--- src/rtl/fxp8s_pkg.sv ---
// Shared definitions for the fxp8s streamer: Q4.3 element format, matrix limits,
// streamer state encoding and the 2-bit dimension/index type.
package fxp8s_pkg;

    localparam int FXP8S_WIDTH   = 8;
    localparam int FXP8S_SIGN    = 7;
    localparam int FXP8S_LSB_POW = -3;
    localparam int MAX_DIM       = 3;

    typedef logic [1:0] fxp8s_idx_t;

    typedef enum logic [1:0] {
        IDLE   = 2'd0,
        SEND_A = 2'd1,
        SEND_B = 2'd2,
        DONE   = 2'd3
    } fxp8s_state_t;

endpackage

--- src/rtl/fxp8s_stream_ctr.sv ---
// Row/column position counter shared by both matrices; limits are switched by
// the owner, and the counter wraps to (0,0) after the last element of a matrix.
module fxp8s_stream_ctr
    import fxp8s_pkg::*;
(
    input  logic       i_clk,
    input  logic       i_rstn,
    input  logic       i_clr,
    input  logic       i_adv,
    input  fxp8s_idx_t i_rows,
    input  fxp8s_idx_t i_cols,
    output logic       o_mat_end,
    output fxp8s_idx_t o_nxt_row,
    output fxp8s_idx_t o_nxt_col
);

    fxp8s_idx_t r_row;
    fxp8s_idx_t r_col;
    logic       w_row_end;
    logic       w_mat_end;

    assign w_row_end = (r_col == i_cols - 2'd1);
    assign w_mat_end = w_row_end && (r_row == i_rows - 2'd1);
    assign o_mat_end = w_mat_end;

    always_comb begin
        o_nxt_row = r_row;
        o_nxt_col = r_col + 2'd1;
        if (w_mat_end) begin
            o_nxt_row = 2'd0;
            o_nxt_col = 2'd0;
        end else if (w_row_end) begin
            o_nxt_row = r_row + 2'd1;
            o_nxt_col = 2'd0;
        end
    end

    always_ff @(posedge i_clk) begin
        if (!i_rstn || i_clr) begin
            r_row <= 2'd0;
            r_col <= 2'd0;
        end else if (i_adv) begin
            r_row <= o_nxt_row;
            r_col <= o_nxt_col;
        end
    end

endmodule

--- src/rtl/fxp8s_mat_streamer.sv ---
// Streams a buffered A matrix then B matrix (each up to 3x3 Q4.3) on an en/rdy
// stream with row-end and matrix-end markers. FXP8S_STREAM_CLR_EN clears the buffer on DONE.
module fxp8s_mat_streamer
    import fxp8s_pkg::*;
#(
    parameter int DATA_W = FXP8S_WIDTH
)
(
    input  logic              i_clk,
    input  logic              i_rstn,
    input  logic              i_wr_en,
    input  logic              i_wr_mat,
    input  logic [1:0]        i_wr_row,
    input  logic [1:0]        i_wr_col,
    input  logic [DATA_W-1:0] i_wr_data,
    input  logic              i_start,
    input  logic [1:0]        i_rows_a,
    input  logic [1:0]        i_cols_a,
    input  logic [1:0]        i_rows_b,
    input  logic [1:0]        i_cols_b,
    output logic              o_busy,
    output logic              o_cfg_err,
    output logic              o_out_en_data,
    input  logic              i_out_rdy_data,
    output logic              o_out_mat,
    output logic              o_out_new_row,
    output logic              o_out_mat_done,
    output logic [DATA_W-1:0] o_out_data,
    output logic [1:0]        o_dbg_state
);

    // Handshake: a beat transfers on a rising edge where o_out_en_data and
    // i_out_rdy_data are both high; until then the beat and its markers hold.

    fxp8s_state_t      r_state, w_state_nxt;
    logic [DATA_W-1:0] r_a [0:MAX_DIM-1][0:MAX_DIM-1];
    logic [DATA_W-1:0] r_b [0:MAX_DIM-1][0:MAX_DIM-1];
    fxp8s_idx_t        r_rows_a, r_cols_a, r_rows_b, r_cols_b;
    logic              r_busy, r_cfg_err, r_en, r_mat, r_new_row, r_mat_done;
    logic [DATA_W-1:0] r_data;

    logic              w_dims_ok, w_start_ok, w_start_bad, w_xfer, w_mat_end;
    fxp8s_idx_t        w_lim_rows, w_lim_cols, w_nxt_row, w_nxt_col;
    logic              w_ld, w_ld_mat;
    fxp8s_idx_t        w_ld_row, w_ld_col, w_ld_rows, w_ld_cols;
    logic [DATA_W-1:0] w_ld_data;
    logic              w_wr_ok, w_wr_hit;

    assign w_dims_ok   = (i_rows_a != 2'd0) && (i_cols_a != 2'd0) &&
                         (i_rows_b != 2'd0) && (i_cols_b != 2'd0) &&
                         (i_cols_a == i_rows_b);
    assign w_start_ok  = (r_state == IDLE) && i_start && w_dims_ok;
    assign w_start_bad = (r_state == IDLE) && i_start && !w_dims_ok;
    assign w_xfer      = r_en && i_out_rdy_data;
    assign w_lim_rows  = (r_state == SEND_B) ? r_rows_b : r_rows_a;
    assign w_lim_cols  = (r_state == SEND_B) ? r_cols_b : r_cols_a;
    assign w_wr_ok     = (r_state == IDLE) && i_wr_en &&
                         (i_wr_row != 2'd3) && (i_wr_col != 2'd3);

    fxp8s_stream_ctr u_ctr (
        .i_clk     (i_clk),
        .i_rstn    (i_rstn),
        .i_clr     (w_start_ok),
        .i_adv     (w_xfer),
        .i_rows    (w_lim_rows),
        .i_cols    (w_lim_cols),
        .o_mat_end (w_mat_end),
        .o_nxt_row (w_nxt_row),
        .o_nxt_col (w_nxt_col)
    );

    always_ff @(posedge i_clk) begin
        if (!i_rstn) r_state <= IDLE;
        else         r_state <= w_state_nxt;
    end

    always_comb begin
        w_state_nxt = r_state;
        case (r_state)
            IDLE:    if (w_start_ok) w_state_nxt = SEND_A;
            SEND_A:  if (w_xfer && w_mat_end) w_state_nxt = SEND_B;
            SEND_B:  if (w_xfer && w_mat_end) w_state_nxt = DONE;
            default: w_state_nxt = IDLE;
        endcase
    end

    // Select the beat to present next: first A element, first B element, or the successor.
    always_comb begin
        w_ld      = 1'b0;
        w_ld_mat  = (r_state == SEND_A);
        w_ld_row  = w_nxt_row;
        w_ld_col  = w_nxt_col;
        w_ld_rows = w_lim_rows;
        w_ld_cols = w_lim_cols;
        if (w_start_ok) begin
            w_ld      = 1'b1;
            w_ld_mat  = 1'b1;
            w_ld_row  = 2'd0;
            w_ld_col  = 2'd0;
            w_ld_rows = i_rows_a;
            w_ld_cols = i_cols_a;
        end else if (w_xfer && (r_state == SEND_A) && w_mat_end) begin
            w_ld      = 1'b1;
            w_ld_mat  = 1'b0;
            w_ld_row  = 2'd0;
            w_ld_col  = 2'd0;
            w_ld_rows = r_rows_b;
            w_ld_cols = r_cols_b;
        end else if (w_xfer && !((r_state == SEND_B) && w_mat_end)) begin
            w_ld = 1'b1;
        end
    end

    // A write landing in the same cycle as start must be visible in the first beat.
    assign w_wr_hit  = w_wr_ok && (i_wr_mat == w_ld_mat) &&
                       (i_wr_row == w_ld_row) && (i_wr_col == w_ld_col);
    assign w_ld_data = w_wr_hit ? i_wr_data :
                       (w_ld_mat ? r_a[w_ld_row][w_ld_col] : r_b[w_ld_row][w_ld_col]);

    always_ff @(posedge i_clk) begin
        if (!i_rstn) begin
            r_busy     <= 1'b0;
            r_cfg_err  <= 1'b0;
            r_en       <= 1'b0;
            r_mat      <= 1'b0;
            r_new_row  <= 1'b0;
            r_mat_done <= 1'b0;
            r_data     <= '0;
            r_rows_a   <= 2'd0;
            r_cols_a   <= 2'd0;
            r_rows_b   <= 2'd0;
            r_cols_b   <= 2'd0;
            for (int r = 0; r < MAX_DIM; r++) begin
                for (int c = 0; c < MAX_DIM; c++) begin
                    r_a[r][c] <= '0;
                    r_b[r][c] <= '0;
                end
            end
        end else begin
            r_cfg_err <= w_start_bad;
            r_busy    <= (w_state_nxt != IDLE);
            if (w_start_ok) begin
                r_rows_a <= i_rows_a;
                r_cols_a <= i_cols_a;
                r_rows_b <= i_rows_b;
                r_cols_b <= i_cols_b;
            end
            if (w_ld) begin
                r_en       <= 1'b1;
                r_mat      <= w_ld_mat;
                r_data     <= w_ld_data;
                r_new_row  <= (w_ld_col == w_ld_cols - 2'd1);
                r_mat_done <= (w_ld_col == w_ld_cols - 2'd1) && (w_ld_row == w_ld_rows - 2'd1);
            end else if (w_xfer) begin
                r_en       <= 1'b0;
                r_mat      <= 1'b0;
                r_new_row  <= 1'b0;
                r_mat_done <= 1'b0;
                r_data     <= '0;
            end
            if (w_wr_ok) begin
                if (i_wr_mat) r_a[i_wr_row][i_wr_col] <= i_wr_data;
                else          r_b[i_wr_row][i_wr_col] <= i_wr_data;
            end
`ifdef FXP8S_STREAM_CLR_EN
            if (r_state == DONE) begin
                for (int r = 0; r < MAX_DIM; r++) begin
                    for (int c = 0; c < MAX_DIM; c++) begin
                        r_a[r][c] <= '0;
                        r_b[r][c] <= '0;
                    end
                end
            end
`else
`endif
        end
    end

    assign o_busy         = r_busy;
    assign o_cfg_err      = r_cfg_err;
    assign o_out_en_data  = r_en;
    assign o_out_mat      = r_mat;
    assign o_out_new_row  = r_new_row;
    assign o_out_mat_done = r_mat_done;
    assign o_out_data     = r_data;
    assign o_dbg_state    = r_state;

endmodule

--- config.mk ---
export PLATFORM = sky130hd
export DESIGN_NAME = fxp8s_mat_streamer
export DESIGN_NICKNAME = d
export VERILOG_FILES = /design/src/rtl/fxp8s_pkg.sv /design/src/rtl/fxp8s_stream_ctr.sv /design/src/rtl/fxp8s_mat_streamer.sv
export SDC_FILE = /design/constraint.sdc
export NUM_CORES = 1
export LEC_CHECK = 0
export ABC_CLOCK_PERIOD_IN_PS = 6100
export CAP_MARGIN = 10
export CORE_MARGIN = 3
export CORE_UTILIZATION = 45
export DETAILED_ROUTE_END_ITERATION = 8
export PLACE_DENSITY = 0.62
export SKIP_CTS_REPAIR_TIMING = 1
export SYNTH_ARGS = -nofsm -noshare
export SYNTH_HDL_FRONTEND = slang
export SYNTH_SLANG_ARGS = --single-unit
--- constraint.sdc ---
create_clock -name i_clk -period 6.1 [get_ports i_clk]
set_input_delay 1.22 -clock i_clk [delete_from_list [all_inputs] [get_ports i_clk]]
set_output_delay 1.22 -clock i_clk [all_outputs]
set_load 0.03 [all_outputs]
==> tab_implementation.tex, run 1 <==
\begin{tabular}{lr}
\hline
Metric & Value \\
\hline
\multicolumn{2}{l}{\textbf{Floorplan}} \\
\quad Core Region & 0.02278 mm\^{}2 \\
\quad Overall die width & 158.8 um \\
\quad Die Ht & 158.8 um \\
\quad Num rows & 55 \\
\quad Starting density of the core & 46.12\% \\
\quad Number of placed I/O pins & 42 \\
\quad Die Footprint & 0.02521 mm\^{}2 \\
\multicolumn{2}{l}{\textbf{Placed design}} \\
\quad Worst setup slack after placement & 1.196 ns \\
\quad HPWL after detailed placement & 20640 um \\
\quad Number of input and output port buffers inserted & 41 \\
\quad Gpl congestion & 0.8709 \\
\multicolumn{2}{l}{\textbf{Synthesis}} \\
\quad Library cells used by synthesis & 56 \\
\quad Top-count cell post-synth & edfxtp\_1 \\
\quad Sequential-to-total area share from yosys stat & 60.22\% \\
\quad Synth async-reset ratio & 0\% \\
\quad Post-synthesis instance area & 0.01051 mm\^{}2 \\
\quad Syn Area/Cell & 11.28 um\^{}2 \\
\quad Largest cells by area after synthesis & edfxtp\_1, dfxtp\_1, mux2i\_1 \\
\quad Primary flip-flop cell chosen by synthesis mapping & edfxtp\_1 \\
\quad Post-synthesis sequential element count & 220 \\
\quad Leading area contributor after synthesis & edfxtp\_1 \\
\quad Cell count after synthesis & 931 \\
\quad Synth cell count leaders & edfxtp\_1, nor2\_1, nand2\_1, and2\_1, mux2i\_1 \\
\quad Count of flip-flops with a built-in enable after synthesis & 192 \\
\quad Area fraction of the dominant cell type after synthesis & 54.88\% \\
\quad Warning count from the yosys run & 0 \\
\multicolumn{2}{l}{\textbf{Setup path}} \\
\quad CP Launch Type & flop \\
\quad Element type at the critical path end & flop \\
\quad Reg-to-reg critical path endpoint & o\_out\_data[2]\$\_SDFFE\_PN0P\_ \\
\quad Endpoint of the worst setup timing path & o\_out\_data[2]\$\_SDFFE\_PN0P\_ \\
\quad Worst EP required & 6.51 ns \\
\quad Highest net fanout along the worst path & 19 \\
\quad Category of the critical setup timing path & reg2reg \\
\quad WP data arrival & 4.94 ns \\
\quad R2R cell count & 10 \\
\quad R2r setup slk & 1.57 ns \\
\quad Startpoint of the lowest-slack register-to-register path & o\_dbg\_state[1]\$\_SDFF\_PN0\_ \\
\quad Launching element of the worst setup path & o\_dbg\_state[1]\$\_SDFF\_PN0\_ \\
\multicolumn{2}{l}{\textbf{Timing}} \\
\quad Sum Neg Setup Slack & 0 ns \\
\quad Clock Skews & 0.01362 ns \\
\quad Unrepaired setup endpoints after global routing & false \\
\quad Final Hold Viols & 0 \\
\quad Achievable frequency & 220.7 MHz \\
\quad Setup violation total in the final timing report & 0 \\
\quad Final worst path period share & 74.28\% \\
\quad Worst-case headroom to the max-slew limit & 14.10\% \\
\quad Total count of max-transition violations in the final report & 0 \\
\quad Final WS setup & 1.569 ns \\
\quad Slew of the pin with the lowest slew margin & 1.278 ns \\
\quad Min Tclk post-route & 4.531 ns \\
\multicolumn{2}{l}{\textbf{Global routing}} \\
\quad Total congestion overflow after global routing & 0 \\
\quad Maximum number of pins on one net before global-route repair & 43 \\
\quad Vias in the first global route & 7471 \\
\quad Wire length of the first global-routing pass & 44810 um \\
\quad Overall routing resource usage & 22.95\% \\
\quad Antenna violations before repair & 1 \\
\multicolumn{2}{l}{\textbf{Final layout}} \\
\quad Final antenna diode count & 0 \\
\quad Final nets & 1025 \\
\quad Synthesis-to-finish area growth & 15.36\% \\
\quad Layout cells sized above 1 & 8.580\% \\
\multicolumn{2}{l}{\textbf{Clocking}} \\
\quad H-tree levels & 1 \\
\quad Clock-pin slew on the worst setup and hold paths & 0.06 ns \\
\quad Clock network latency to the later pin of the worst-skew pair & 0.52 ns \\
\quad Clock tree from TritonCTS & built \\
\quad Root Buffer & clkbuf\_16 \\
\quad Number of buffers created by CTS & 24 \\
\quad Clock sinks & 220 \\
\quad Max Root-Sink Buffers & 3 \\
\multicolumn{2}{l}{\textbf{Pwr}} \\
\quad Leakage dissipation & 4.735 nW \\
\quad VDD IR max & 0.2360 mV \\
\quad Total power density per cell area & 282.1 mW/mm\^{}2 \\
\multicolumn{2}{l}{\textbf{Drt}} \\
\quad Number of routed nets with antenna violations & 0 \\
\quad Count of vias placed by the detailed router & 7709 \\
\quad DR WL/cell & 22.32 um \\
\quad Total wire length & 29620 um \\
\quad Post-detailed-route via-to-cell ratio & 5.809 \\
\quad First-pass DRT Iterations & 5 \\
\quad Number of DRC markers in iteration 0 & 788 \\
\quad Total DRC errors in the routed layout & 0 \\
\multicolumn{2}{l}{\textbf{Run}} \\
\quad \# Max-Cap Violations & 0 \\
\multicolumn{2}{l}{\textbf{Min path}} \\
\quad Worst min path class & reg2reg \\
\multicolumn{2}{l}{\textbf{Run status}} \\
\quad Outcome & complete, no violations \\
\hline
\end{tabular}
registers in the layout (all words and copies together), names as in the netlist, 2 cells and up:
register and count:
o_dbg_state 2, o_out_data 8, r_a 96, r_b 96
r_cols_a 2, r_cols_b 2, r_rows_a 2, r_rows_b 2
u_ctr.r_col 2, u_ctr.r_row 2
area by class of cell:
class	instances	area (um^2)
fill	2003	10660
tap	313	391.6
clock buffer	27	633.1
inverter	31	116.4
timing repair buffer	54	508.0
clock inverter	14	116.4
multi-input combinational	668	4028
sequential	220	6326
cells by family after synthesis:
| logic type | Yosys count | share of synthesized area [%] |
|---|---|---|
| xor gates and xnor gates | 7 | 0.5836 |
| muxes | 71 | 7.027 |
| buffers and inverters | 90 | 3.299 |
| AOI/OAI and AO/OA | 164 | 11.58 |
| DFF | 220 | 60.22 |
| other | 1 | 0.03570 |
| and+or+nand+nor | 378 | 17.26 |
metrics by stage:
stage | total power, W | area, um^2 | cells | hold slack, ns | util (%)
floorplan | 0.001916 | 10680 | 978 | 0.4338 | -
global placement | 0.002029 | 11370 | 1286 | 0.4467 | 49.91
detailed placement | 0.002032 | 11370 | 1286 | 0.4531 | 49.91
CTS | 0.003433 | 12120 | 1327 | 0.4668 | 53.21
global route | 0.003513 | 12120 | 1327 | 0.5059 | 53.21
finish | 0.003418 | 12120 | 1327 | 0.4738 | 53.21
routing by layer:
layer	share of wire (%)	up-vias	routed length, um	GRT usage (%)
met1	43	3806	12700	32.65
met2	47	326	13840	36.61
met5	0	-	0	0
met4	2.9	0	853	6.526
li1	-	3515	-	-
met3	7.5	62	2232	3.757
cell usage in the layout (no fill, tap or decap), types with 3 or more instances in the layout:
cell	Yosys	layout
mux2i_1	52	52
dfxtp_1	28	28
clkinv_2	0	6
nor2b_1	12	12
xnor2_1	6	6
and2_1	53	53
a311o_1	9	9
buf_4	0	13
a21oi_1	29	29
or4_1	8	8
o2111a_1	8	8
a31oi_1	16	15
a22oi_1	10	10
conb_1	1	48
nand3_1	29	29
o221a_2	9	9
a211oi_1	18	18
o211ai_1	5	5
nand2_1	72	71
clkdlybuf4s50_1	0	41
a31o_2	3	3
o21ai_0	18	18
inv_1	31	31
nor3_1	34	34
o22ai_1	8	8
clkbuf_16	0	25
a211o_1	8	8
nand2b_1	10	10
and3_1	15	15
nor2_1	131	131
edfxtp_1	192	192
mux2_2	18	18
o31a_1	8	8
clkinv_1	0	5
report_power, final:
| part | switching [W] | total (W) | internal [W] |
|---|---|---|---|
| Clock | 0.000590 | 0.00141 | 0.000823 |
| Combinational | 0.000190 | 0.000293 | 0.000103 |
| Sequential | 0.0000207 | 0.00171 | 0.00169 |
| Total | 0.000801 | 0.00342 | 0.00262 |
worst max-delay path: stages, from the launching register on:
cell and delay [ns]:
dfxtp_1 0.51, nor2b_1 0.64, o21ai_1 0.29, a2111o_1 0.52
and2_1 0.35, o211ai_1 0.18, buf_4 0.34, xnor2_1 0.15
nor4_2 1.05, a31oi_1 0.22, o31a_1 0.16
worst min path at each step:
stage / from / endpoint / slack (ns) / depth (start not counted)
after floorplan: r_rows_a[0]$_SDFFE_PN0P_ / r_rows_a[0]$_SDFFE_PN0P_ / 0.43 / 2
after global placement: r_rows_a[0]$_SDFFE_PN0P_ / r_rows_a[0]$_SDFFE_PN0P_ / 0.45 / 2
after detailed placement: r_rows_a[0]$_SDFFE_PN0P_ / r_rows_a[0]$_SDFFE_PN0P_ / 0.45 / 2
after CTS: r_rows_a[0]$_SDFFE_PN0P_ / r_rows_a[0]$_SDFFE_PN0P_ / 0.47 / 2
after global routing: r_rows_a[0]$_SDFFE_PN0P_ / r_rows_a[0]$_SDFFE_PN0P_ / 0.51 / 2
final: r_rows_a[0]$_SDFFE_PN0P_ / r_rows_a[0]$_SDFFE_PN0P_ / 0.47 / 2
(Power assumes the default switching activity.)
==> run 2, diff against run 1 <==
--- a/config.mk
+++ b/config.mk
@@ -5,7 +5,7 @@
 export SDC_FILE = /design/constraint.sdc
 export NUM_CORES = 1
 export LEC_CHECK = 0
-export ABC_CLOCK_PERIOD_IN_PS = 6100
+export ABC_CLOCK_PERIOD_IN_PS = 4300
 export CAP_MARGIN = 10
 export CORE_MARGIN = 3
 export CORE_UTILIZATION = 45
==> constraint.sdc (replaced) <==
create_clock -name i_clk -period 4.3 [get_ports i_clk]
set_input_delay 0.86 -clock i_clk [delete_from_list [all_inputs] [get_ports i_clk]]
set_output_delay 0.86 -clock i_clk [all_outputs]
set_load 0.03 [all_outputs]
==> tab_implementation.tex, run 2 (synthesized netlist as in run 1, its figures left out) <==
\begin{tabular}{lr}
\hline
Metric & Value \\
\hline
\multicolumn{2}{l}{\textbf{Run status}} \\
\quad Outcome & complete, no violations \\
\multicolumn{2}{l}{\textbf{Drt}} \\
\quad First-pass DRT Iterations & 6 \\
\quad Total wire length & 30540 um \\
\quad Post-detailed-route via-to-cell ratio & 5.806 \\
\quad Number of DRC markers in iteration 0 & 926 \\
\quad Total DRC errors in the routed layout & 0 \\
\quad Count of vias placed by the detailed router & 7850 \\
\quad Number of routed nets with antenna violations & 0 \\
\quad DR WL/cell & 22.59 um \\
\multicolumn{2}{l}{\textbf{Final layout}} \\
\quad Final nets & 1046 \\
\quad Utilization of the core after routing & 54.11\% \\
\quad Most common cell after layout, fill and taps aside & edfxtp\_1 \\
\quad Final antenna diode count & 0 \\
\quad Final-layout fill cell count & 2022 \\
\quad Layout cells sized above 1 & 10.39\% \\
\quad Number of cells in the finished layout apart from fillers & 1352 \\
\quad Synthesis-to-finish area growth & 17.32\% \\
\quad Most used cells in the layout excluding fill and tap cells & edfxtp\_1, nor2\_1, nand2\_1 \\
\multicolumn{2}{l}{\textbf{Timing}} \\
\quad Slew of the pin with the lowest slew margin & 0.8952 ns \\
\quad Achievable frequency & 264.4 MHz \\
\quad Setup violation total in the final timing report & 0 \\
\quad Final worst path period share & 87.94\% \\
\quad Min Tclk post-route & 3.782 ns \\
\quad Final Hold Viols & 0 \\
\quad Worst-case headroom to the max-slew limit & 40.31\% \\
\quad Sum Neg Setup Slack & 0 ns \\
\quad Clock Skews & 0.008813 ns \\
\quad Unrepaired setup endpoints after global routing & false \\
\quad Total count of max-transition violations in the final report & 0 \\
\multicolumn{2}{l}{\textbf{Clocking}} \\
\quad Root Buffer & clkbuf\_16 \\
\quad Clock sinks & 220 \\
\quad Clock network latency to the later pin of the worst-skew pair & 0.52 ns \\
\quad Clock-pin slew on the worst setup and hold paths & 0.06 ns \\
\quad H-tree levels & 1 \\
\quad Max Root-Sink Buffers & 3 \\
\quad Clock tree from TritonCTS & built \\
\quad Number of buffers created by CTS & 25 \\
\multicolumn{2}{l}{\textbf{Global routing}} \\
\quad Vias in the first global route & 7449 \\
\quad Wire length of the first global-routing pass & 45840 um \\
\quad Maximum number of pins on one net before global-route repair & 33 \\
\quad Antenna violations before repair & 2 \\
\quad Total congestion overflow after global routing & 0 \\
\quad Overall routing resource usage & 23.72\% \\
\multicolumn{2}{l}{\textbf{Floorplan}} \\
\quad Core Region & 0.02278 mm\^{}2 \\
\quad Die Ht & 158.8 um \\
\quad Overall die width & 158.8 um \\
\quad Starting density of the core & 46.12\% \\
\quad Number of placed I/O pins & 42 \\
\quad Die Footprint & 0.02521 mm\^{}2 \\
\quad Num rows & 55 \\
\multicolumn{2}{l}{\textbf{Setup path}} \\
\quad CP Launch Type & flop \\
\quad Element type at the critical path end & flop \\
\quad R2R cell count & 10 \\
\quad WP data arrival & 4.19 ns \\
\quad Category of the critical setup timing path & reg2reg \\
\quad Highest net fanout along the worst path & 16 \\
\quad Worst EP required & 4.71 ns \\
\multicolumn{2}{l}{\textbf{Min path}} \\
\quad Min-Delay Path Depth & 2 \\
\quad Worst min path class & reg2reg \\
\multicolumn{2}{l}{\textbf{Placed design}} \\
\quad Gpl congestion & 0.9289 \\
\quad HPWL after detailed placement & 21220 um \\
\quad Number of input and output port buffers inserted & 41 \\
\quad Number of placed instances with taps included & 1306 \\
\multicolumn{2}{l}{\textbf{Run}} \\
\quad \# Max-Cap Violations & 0 \\
\multicolumn{2}{l}{\textbf{Pwr}} \\
\quad VDD IR max & 0.3236 mV \\
\quad Leakage dissipation & 4.856 nW \\
\quad Total power density per cell area & 394.0 mW/mm\^{}2 \\
\hline
\end{tabular}
[run 2: changes by cell type in the layout (fill, tap and decap cells not counted)]
cell / delta
buf_12: +3
buf_4: +17
bufinv_16: -2
clkbuf_1: +7
clkbuf_8: +5
clkinv_1: -3
clkinv_2: -3
inv_6: +1
[run 2: power breakdown]
part	internal, W	leakage (nW)	switching, W
Sequential	0.00240	2.23	0.0000285
Combinational	0.000161	2.26	0.000281
Clock	0.00116	0.374	0.000826
[run 2: metrics by stage]
| step | total power [W] | hold WS, ns | instance area [um^2] | setup slack [ns] |
|---|---|---|---|---|
| finish | 0.004855 | 0.4638 | 12320 | 0.5185 |
| global route | 0.005000 | 0.4994 | 12320 | 0.3263 |
| CTS | 0.004879 | 0.4708 | 12320 | 0.5513 |
| detailed placement | 0.002907 | 0.4625 | 11560 | 0.4442 |
| global placement | 0.002904 | 0.4493 | 11560 | 0.4938 |
| floorplan | 0.002718 | 0.4338 | 10680 | 0.8061 |
[run 2: path summary, 6_finish.rpt]
kind,from,endpoint,slack (ns)
max,u_ctr.r_col[1]$_SDFFE_PP0N_,o_out_data[4]$_SDFFE_PN0P_,0.52
max reg2reg,u_ctr.r_col[1]$_SDFFE_PP0N_,o_out_data[4]$_SDFFE_PN0P_,0.52
min reg2reg,r_rows_a[0]$_SDFFE_PN0P_,r_rows_a[0]$_SDFFE_PN0P_,0.46
min,r_rows_a[0]$_SDFFE_PN0P_,r_rows_a[0]$_SDFFE_PN0P_,0.46
[run 2: critical path, cell delays in order, from the launching register on]
cell	delay, ns
dfxtp_1	0.46
nor2b_1	0.07
o21ai_0	0.43
a2111o_1	0.29
and2_1	0.55
o211ai_1	0.41
xnor2_1	0.35
nor4_2	0.08
buf_4	0.19
or4_1	0.54
o31a_1	0.30
[run 2: per-layer routing]
layer	up-vias	global-route usage, %	routed length (um)
met5	-	0	13
met3	76	5.113	2796
met2	361	37.61	13890
met1	3843	32.96	12800
met4	2	7.163	1039
li1	3568	-	-
[run 2: layout make-up]
type	instances	area (um^2)	area share, %
tap	313	391.6	3.178
inverter	31	116.4	0.9442
clock inverter	7	38.79	0.3147
clock buffer	39	728.2	5.909
timing repair buffer	74	695.7	5.645
sequential	220	6326	51.33
multi-input combinational	668	4028	32.68
